## src/rtl/dmem_arbiter_pkg.sv

```systemverilog
// Shared types for the data-memory arbiter: FSM states, owner encoding, read-latency bounds.
// Latency: n/a (types only). Backpressure: n/a.
package dmem_arbiter_pkg;

    typedef enum logic [1:0] {
        IDLE   = 2'd0,
        ACCESS = 2'd1,
        RESP   = 2'd2
    } state_t;

    typedef enum logic {
        OWN_CPU  = 1'b0,
        OWN_HOST = 1'b1
    } owner_t;

    localparam int MEM_LAT_MIN = 1;
    localparam int MEM_LAT_MAX = 4;
    localparam int CNT_W       = $clog2(MEM_LAT_MAX);

endpackage

```

## src/rtl/rr_arbiter_2.sv

```systemverilog
// Two-way round-robin tie-break between CPU (req[0]) and host (req[1]).
// Latency: combinational. Backpressure: none, caller decides when the grant is used.
module rr_arbiter_2
    import dmem_arbiter_pkg::*;
(
    input  logic [1:0] req,
    input  owner_t     last_owner,
    output owner_t     grant
);

    always_comb begin
        grant = OWN_CPU;
        if (req == 2'b11) begin
            grant = (last_owner == OWN_CPU) ? OWN_HOST : OWN_CPU;
        end else if (req[1]) begin
            grant = OWN_HOST;
        end
    end

endmodule

```

## src/rtl/dmem_arbiter.sv

```systemverilog
// Arbitrates CPU and host load/store requests onto one data-memory port, one transaction at a time.
// Latency: ack N+1+L after the IDLE cycle a request is seen (L=1 write, MEM_LAT read).
// Backpressure: requesters hold their request until ack; cpu_stall flags the wait.
module dmem_arbiter
    import dmem_arbiter_pkg::*;
#(
    parameter int ADDR_W  = 10,
    parameter int DATA_W  = 32,
    parameter int MEM_LAT = 1
) (
    input  logic              clk,
    input  logic              reset,

    input  logic              cpu_req,
    input  logic              cpu_we,
    input  logic [ADDR_W-1:0] cpu_addr,
    input  logic [DATA_W-1:0] cpu_wdata,
    output logic              cpu_ack,
    output logic [DATA_W-1:0] cpu_rdata,
    output logic              cpu_stall,

    input  logic              host_req,
    input  logic              host_we,
    input  logic [ADDR_W-1:0] host_addr,
    input  logic [DATA_W-1:0] host_wdata,
    output logic              host_ack,
    output logic [DATA_W-1:0] host_rdata,

    output logic              mem_read,
    output logic              mem_write,
    output logic [ADDR_W-1:0] mem_address,
    output logic [DATA_W-1:0] mem_data_in,
    input  logic [DATA_W-1:0] mem_data_out,

    output logic              busy
);

    if (MEM_LAT < MEM_LAT_MIN || MEM_LAT > MEM_LAT_MAX) begin : g_lat_range
        $error("dmem_arbiter: MEM_LAT must be within 1..4");
    end

    state_t             r_state;
    state_t             w_state_nxt;
    logic [CNT_W-1:0]   r_cnt;
    logic               r_we;
    logic [ADDR_W-1:0]  r_addr;
    logic [DATA_W-1:0]  r_wdata;
    owner_t             r_owner;
    owner_t             r_last_owner;
    logic [DATA_W-1:0]  r_cpu_rdata;
    logic [DATA_W-1:0]  r_host_rdata;

    owner_t             w_grant;
    logic               w_sel_we;
    logic [ADDR_W-1:0]  w_sel_addr;
    logic [DATA_W-1:0]  w_sel_wdata;
    logic               w_latch;
    logic               w_capture;
    logic               w_last;

    rr_arbiter_2 u_rr (
        .req        ({host_req, cpu_req}),
        .last_owner (r_last_owner),
        .grant      (w_grant)
    );

    assign w_sel_we    = (w_grant == OWN_HOST) ? host_we    : cpu_we;
    assign w_sel_addr  = (w_grant == OWN_HOST) ? host_addr  : cpu_addr;
    assign w_sel_wdata = (w_grant == OWN_HOST) ? host_wdata : cpu_wdata;

    // Writes finish in one ACCESS cycle; reads wait out the memory latency.
    assign w_last = r_we || (r_cnt == CNT_W'(MEM_LAT - 1));

    always_ff @(posedge clk or negedge reset) begin
        if (!reset) begin
            r_state <= IDLE;
        end else begin
            r_state <= w_state_nxt;
        end
    end

    always_comb begin
        w_state_nxt = r_state;
        w_latch     = 1'b0;
        w_capture   = 1'b0;
        mem_read    = 1'b0;
        mem_write   = 1'b0;
        cpu_ack     = 1'b0;
        host_ack    = 1'b0;
        case (r_state)
            IDLE: begin
                if (cpu_req || host_req) begin
                    w_latch     = 1'b1;
                    w_state_nxt = ACCESS;
                end
            end
            ACCESS: begin
                mem_read  = !r_we;
                mem_write = r_we;
                if (w_last) begin
                    w_capture   = !r_we;
                    w_state_nxt = RESP;
                end
            end
            RESP: begin
                cpu_ack     = (r_owner == OWN_CPU);
                host_ack    = (r_owner == OWN_HOST);
                w_state_nxt = IDLE;
            end
            default: begin
                w_state_nxt = IDLE;
            end
        endcase
    end

    always_ff @(posedge clk or negedge reset) begin
        if (!reset) begin
            r_cnt        <= '0;
            r_we         <= 1'b0;
            r_addr       <= '0;
            r_wdata      <= '0;
            r_owner      <= OWN_CPU;
            r_last_owner <= OWN_HOST;
            r_cpu_rdata  <= '0;
            r_host_rdata <= '0;
        end else begin
            if (w_latch) begin
                r_we    <= w_sel_we;
                r_addr  <= w_sel_addr;
                r_wdata <= w_sel_wdata;
                r_owner <= w_grant;
                r_cnt   <= '0;
            end else if (r_state == ACCESS && !w_last) begin
                r_cnt <= r_cnt + CNT_W'(1);
            end
            if (w_capture) begin
                if (r_owner == OWN_CPU) begin
                    r_cpu_rdata <= mem_data_out;
                end else begin
                    r_host_rdata <= mem_data_out;
                end
            end
            if (r_state == RESP) begin
                r_last_owner <= r_owner;
            end
        end
    end

    assign mem_address = r_addr;
    assign mem_data_in = r_wdata;
    assign cpu_rdata   = r_cpu_rdata;
    assign host_rdata  = r_host_rdata;
    assign cpu_stall   = cpu_req && !cpu_ack;
    assign busy        = (r_state != IDLE);

endmodule
```

## config.mk

```make
export PLATFORM = sky130hd
export DESIGN_NAME = dmem_arbiter
export DESIGN_NICKNAME = d
export VERILOG_FILES = /design/src/rtl/dmem_arbiter_pkg.sv /design/src/rtl/rr_arbiter_2.sv /design/src/rtl/dmem_arbiter.sv
export SDC_FILE = /design/constraint.sdc
export NUM_CORES = 1
export LEC_CHECK = 0
export BUFFER_PORTS_ARGS = -buffer_cell sky130_fd_sc_hd__buf_2
export CORE_UTILIZATION = 50
export CTS_BUF_LIST = sky130_fd_sc_hd__clkbuf_4 sky130_fd_sc_hd__clkbuf_8 sky130_fd_sc_hd__clkbuf_16
export CTS_CLUSTER_DIAMETER = 30
export DETAILED_ROUTE_END_ITERATION = 10
export GPL_ROUTABILITY_DRIVEN = 0
export GPL_TIMING_DRIVEN = 1
export MAX_ROUTING_LAYER = met4
export PLACE_DENSITY_LB_ADDON = 0.3
export SLEW_MARGIN = 10
export SYNTH_ARGS = -nofsm -noshare
export SYNTH_HDL_FRONTEND = slang
export SYNTH_HIERARCHICAL = 1
export SYNTH_SLANG_ARGS = --single-unit
```

## constraint.sdc

```tcl
create_clock -name clk -period 3.6 [get_ports clk]
set_input_delay 0.18 -clock clk [delete_from_list [all_inputs] [get_ports clk]]
set_output_delay 0.18 -clock clk [all_outputs]
set_load 0.02 [all_outputs]
```

==> impl_results.md <==
- Dpl ws: about 1.4 ns
- Die area: 10040 µm²
- Fmax: approximately 450 MHz
- Leakage: 3.429 nW
- Clock sink total: 113
- Post-route DRC: 0
- CP Class: flop to flop
- Final wirelength: 11650 µm
- CTS tree: done
- Io pins: 234
- Worst VDD drop: 0.5276 mV
- Maximum buffer depth of the clock tree: 2
- TritonCTS Buffers: 17
- Net Switching: 0.002523 W
- Pre-antenna DRT Iters: 4
- Most common cell after layout, fill and taps aside: buf_2
- Post-DP HPWL: 7782 µm
- Initial core utilization: 0.5191
- Detail Route Antenna Nets: 0
- DR vias: roughly 3500
- Flop pwr share: 0.324
- # port buffers: ~230
- Met3 usage in global routing: 0.06407
- H-Tree Depth: 4
- # setup viols final: 0
- Post-layout util: 0.7620
- Area of the mapped netlist: 4820 µm²
- Die Width: 100.2 µm
- Slew margin rel.: 0.2800
- Syn avg cell area: between 15 and 20 µm²
- Crit end category: flop
- Setup TNS: 0 ns
- Min cycle time layout: 2.209 ns
- Non-Filler Instances: 723
- Clock transition at path regs: 0.05 ns
- Worst EP arrival: approximately 2.6 ns
- Iteration-0 DRC Markers: between 70 and 80
- Area growth from synthesis to layout: 46.78%
- Cells after DPL: 657
- Share of layout cells above drive strength 1: 0.6627
- Largest net degree at the start of global routing: 89
- CP max FO: 26
- Cell Int Power: 0.004454 W
- Register area share after synthesis: 0.5870
- Nets: ~700
- Grt peak-use layer: met2
- Worst slew pin tran: ~1.1 ns
- Clock network power share: 0.269
- Status: finished clean
- Reg2Reg Setup Slack: 1.39 ns
- WP data required: just under 4 ns
- Initial antenna violation count: 0
- Via/cell ratio: 4.889
- Core footprint: 9284 µm²
- Slew Viols, Final: 0
- Worst setup margin: around 1.4 ns
- Final hold violations: 0
- Unrepaired setup endpoints after global routing: no
- Clk root buf: clkbuf_8
- FP Rows: 35
- Reg2Reg Depth: 4
- Post-Syn Nets: about 430
- Vias in the first global route: 3743
- Yosys cell types: 23
- GR Util met1: 0.2686
- Seq cells post-synth: 113
- Clock insertion delay at the later pin of the skew report: ~0.50 ns
- Max-cap viol count: 0
- Global route overflow: 0
- GRT Overall Usage: 0.2503
- Most frequent cells in the layout: 232 x buf_2, 118 x mux2_2, 112 x dfrtp_1
- WHS: 0.02947 ns
- Hold WC Path Type: input port to flop
- Worst Setup Start Kind: flop
- Crit share post-route: 0.6137
- Routed len/inst: 16.12 µm
- First-pass GRT wire length: 18450 µm
- Combinational share of power: 0.407
- Switching share of power: 0.3617
- PD cells: 986.3 nW/µm²
- Worst Hold Path Cells: 3
- Die Y: between 100 and 150 µm
- Synthesis Warnings: 6
- Cell count after synthesis: 308
- Fin Clk Skew: 0.005976 ns
- Global-route met2 utilization: 0.4478
power by group through the flow:
| stage | Sequential, W | Combinational (W) | Clock (W) |
|---|---|---|---|
| global route | 0.00234 | 0.00301 | 0.00197 |
| global placement | 0.00222 | 0.00275 | 0 |
| finish | 0.00226 | 0.00284 | 0.00188 |
| detailed placement | 0.00226 | 0.00282 | 0 |
| floorplan | 0.00301 | 0.00112 | 0 |
| CTS | 0.00226 | 0.00286 | 0.00190 |
Yosys cell counts (all sizes together):
| library cell | instances | area (µm²) |
|---|---|---|
| mux2 | 149 | 1678 |
| dfrtp | 112 | 2803 |
| buf | 15 | 117.6 |
| nor2 | 9 | 33.78 |
| inv | 4 | 15.01 |
| mux2i | 3 | 30.03 |
| clkbuf | 2 | 7.510 |
| nand2b | 2 | 12.51 |
| or2 | 2 | 12.52 |
| a21boi | 1 | 11.26 |
| a21o | 1 | 7.510 |
| and3 | 1 | 6.260 |
| dfstp | 1 | 26.28 |
| ha | 1 | 12.51 |
| nand3 | 1 | 10.01 |
| nor2b | 1 | 6.260 |
| nor3b | 1 | 12.51 |
| nor4b | 1 | 8.760 |
| xnor2 | 1 | 8.760 |
through the flow:
step / total power, W / instance area (µm²)
global placement: 0.004968 / 6070
floorplan: 0.004126 / 4820
finish: 0.006977 / 7074
detailed placement: 0.005085 / 6070
global route: 0.007321 / 7072
CTS: 0.007022 / 7072
sequential cells by signal (all words and copies together), names as in the netlist:
signal,cells
r_cnt,2
mem_address,10
r_we,1
r_owner,1
r_state,2
mem_data_in,32
r_last_owner,1
host_rdata,32
cpu_rdata,32
worst max-delay path, stage by stage, from the launching register on:
cell,delay [ns]
dfstp_2,0.38
a21boi_4,0.67
buf_4,0.40
mux2_2,0.38
mux2_2,0.27
cell type report:
type                            instances  area, µm²
Multi-Input combinational cell        174       1866
Timing Repair Buffer                  270       1529
Clock inverter                         13      230.2
Clock buffer                           19      441.7
Sequential cell                       113       2829
Antenna cell                            1      2.502
Inverter                                4      15.01
Tap cell                              129      161.4
Fill cell                             613       2210
per-layer routing:
metal | wire length, µm | share of wire
met5 | 0 | 0
met4 | 189 | 0.016
met3 | 582 | 0.050
met2 | 6416 | 0.55
met1 | 4463 | 0.38
final timing paths:
| path | from | to |
|---|---|---|
| max | r_last_owner | mem_data_in[29] |
| min | cpu_we | r_we |
| max reg2reg | r_last_owner | mem_data_in[29] |
| min reg2reg | cpu_rdata[13] | cpu_rdata[13] |
| max in group asynchronous | reset | mem_data_in[12] |
| min in group asynchronous | reset | mem_data_in[30] |
logic make-up (layout without fill, tap and decap cells):
| kind of cell | after synthesis | in the layout | share of synthesized area |
|---|---|---|---|
| fa+ha+maj | 1 | 1 | 0.002596 |
| xor+xnor | 1 | 1 | 0.001818 |
| compound gates | 2 | 2 | 0.003894 |
| buf+inv | 21 | 306 | 0.02907 |
| flops | 113 | 113 | 0.5870 |
| simple gates | 18 | 18 | 0.02129 |
| other cells | 0 | 1 | 0 |
| mux | 152 | 152 | 0.3544 |
what timing repair did:
item / CTS / global route
endpoints found under the setup margin: 0 / 0
hold endpoints to repair: 150 / 0
buffers inserted: 0 / 0
hold buffers: 33 / 0
gates resized for setup: 0 / 0
Note: power is estimated with default switching activity, not from simulation.
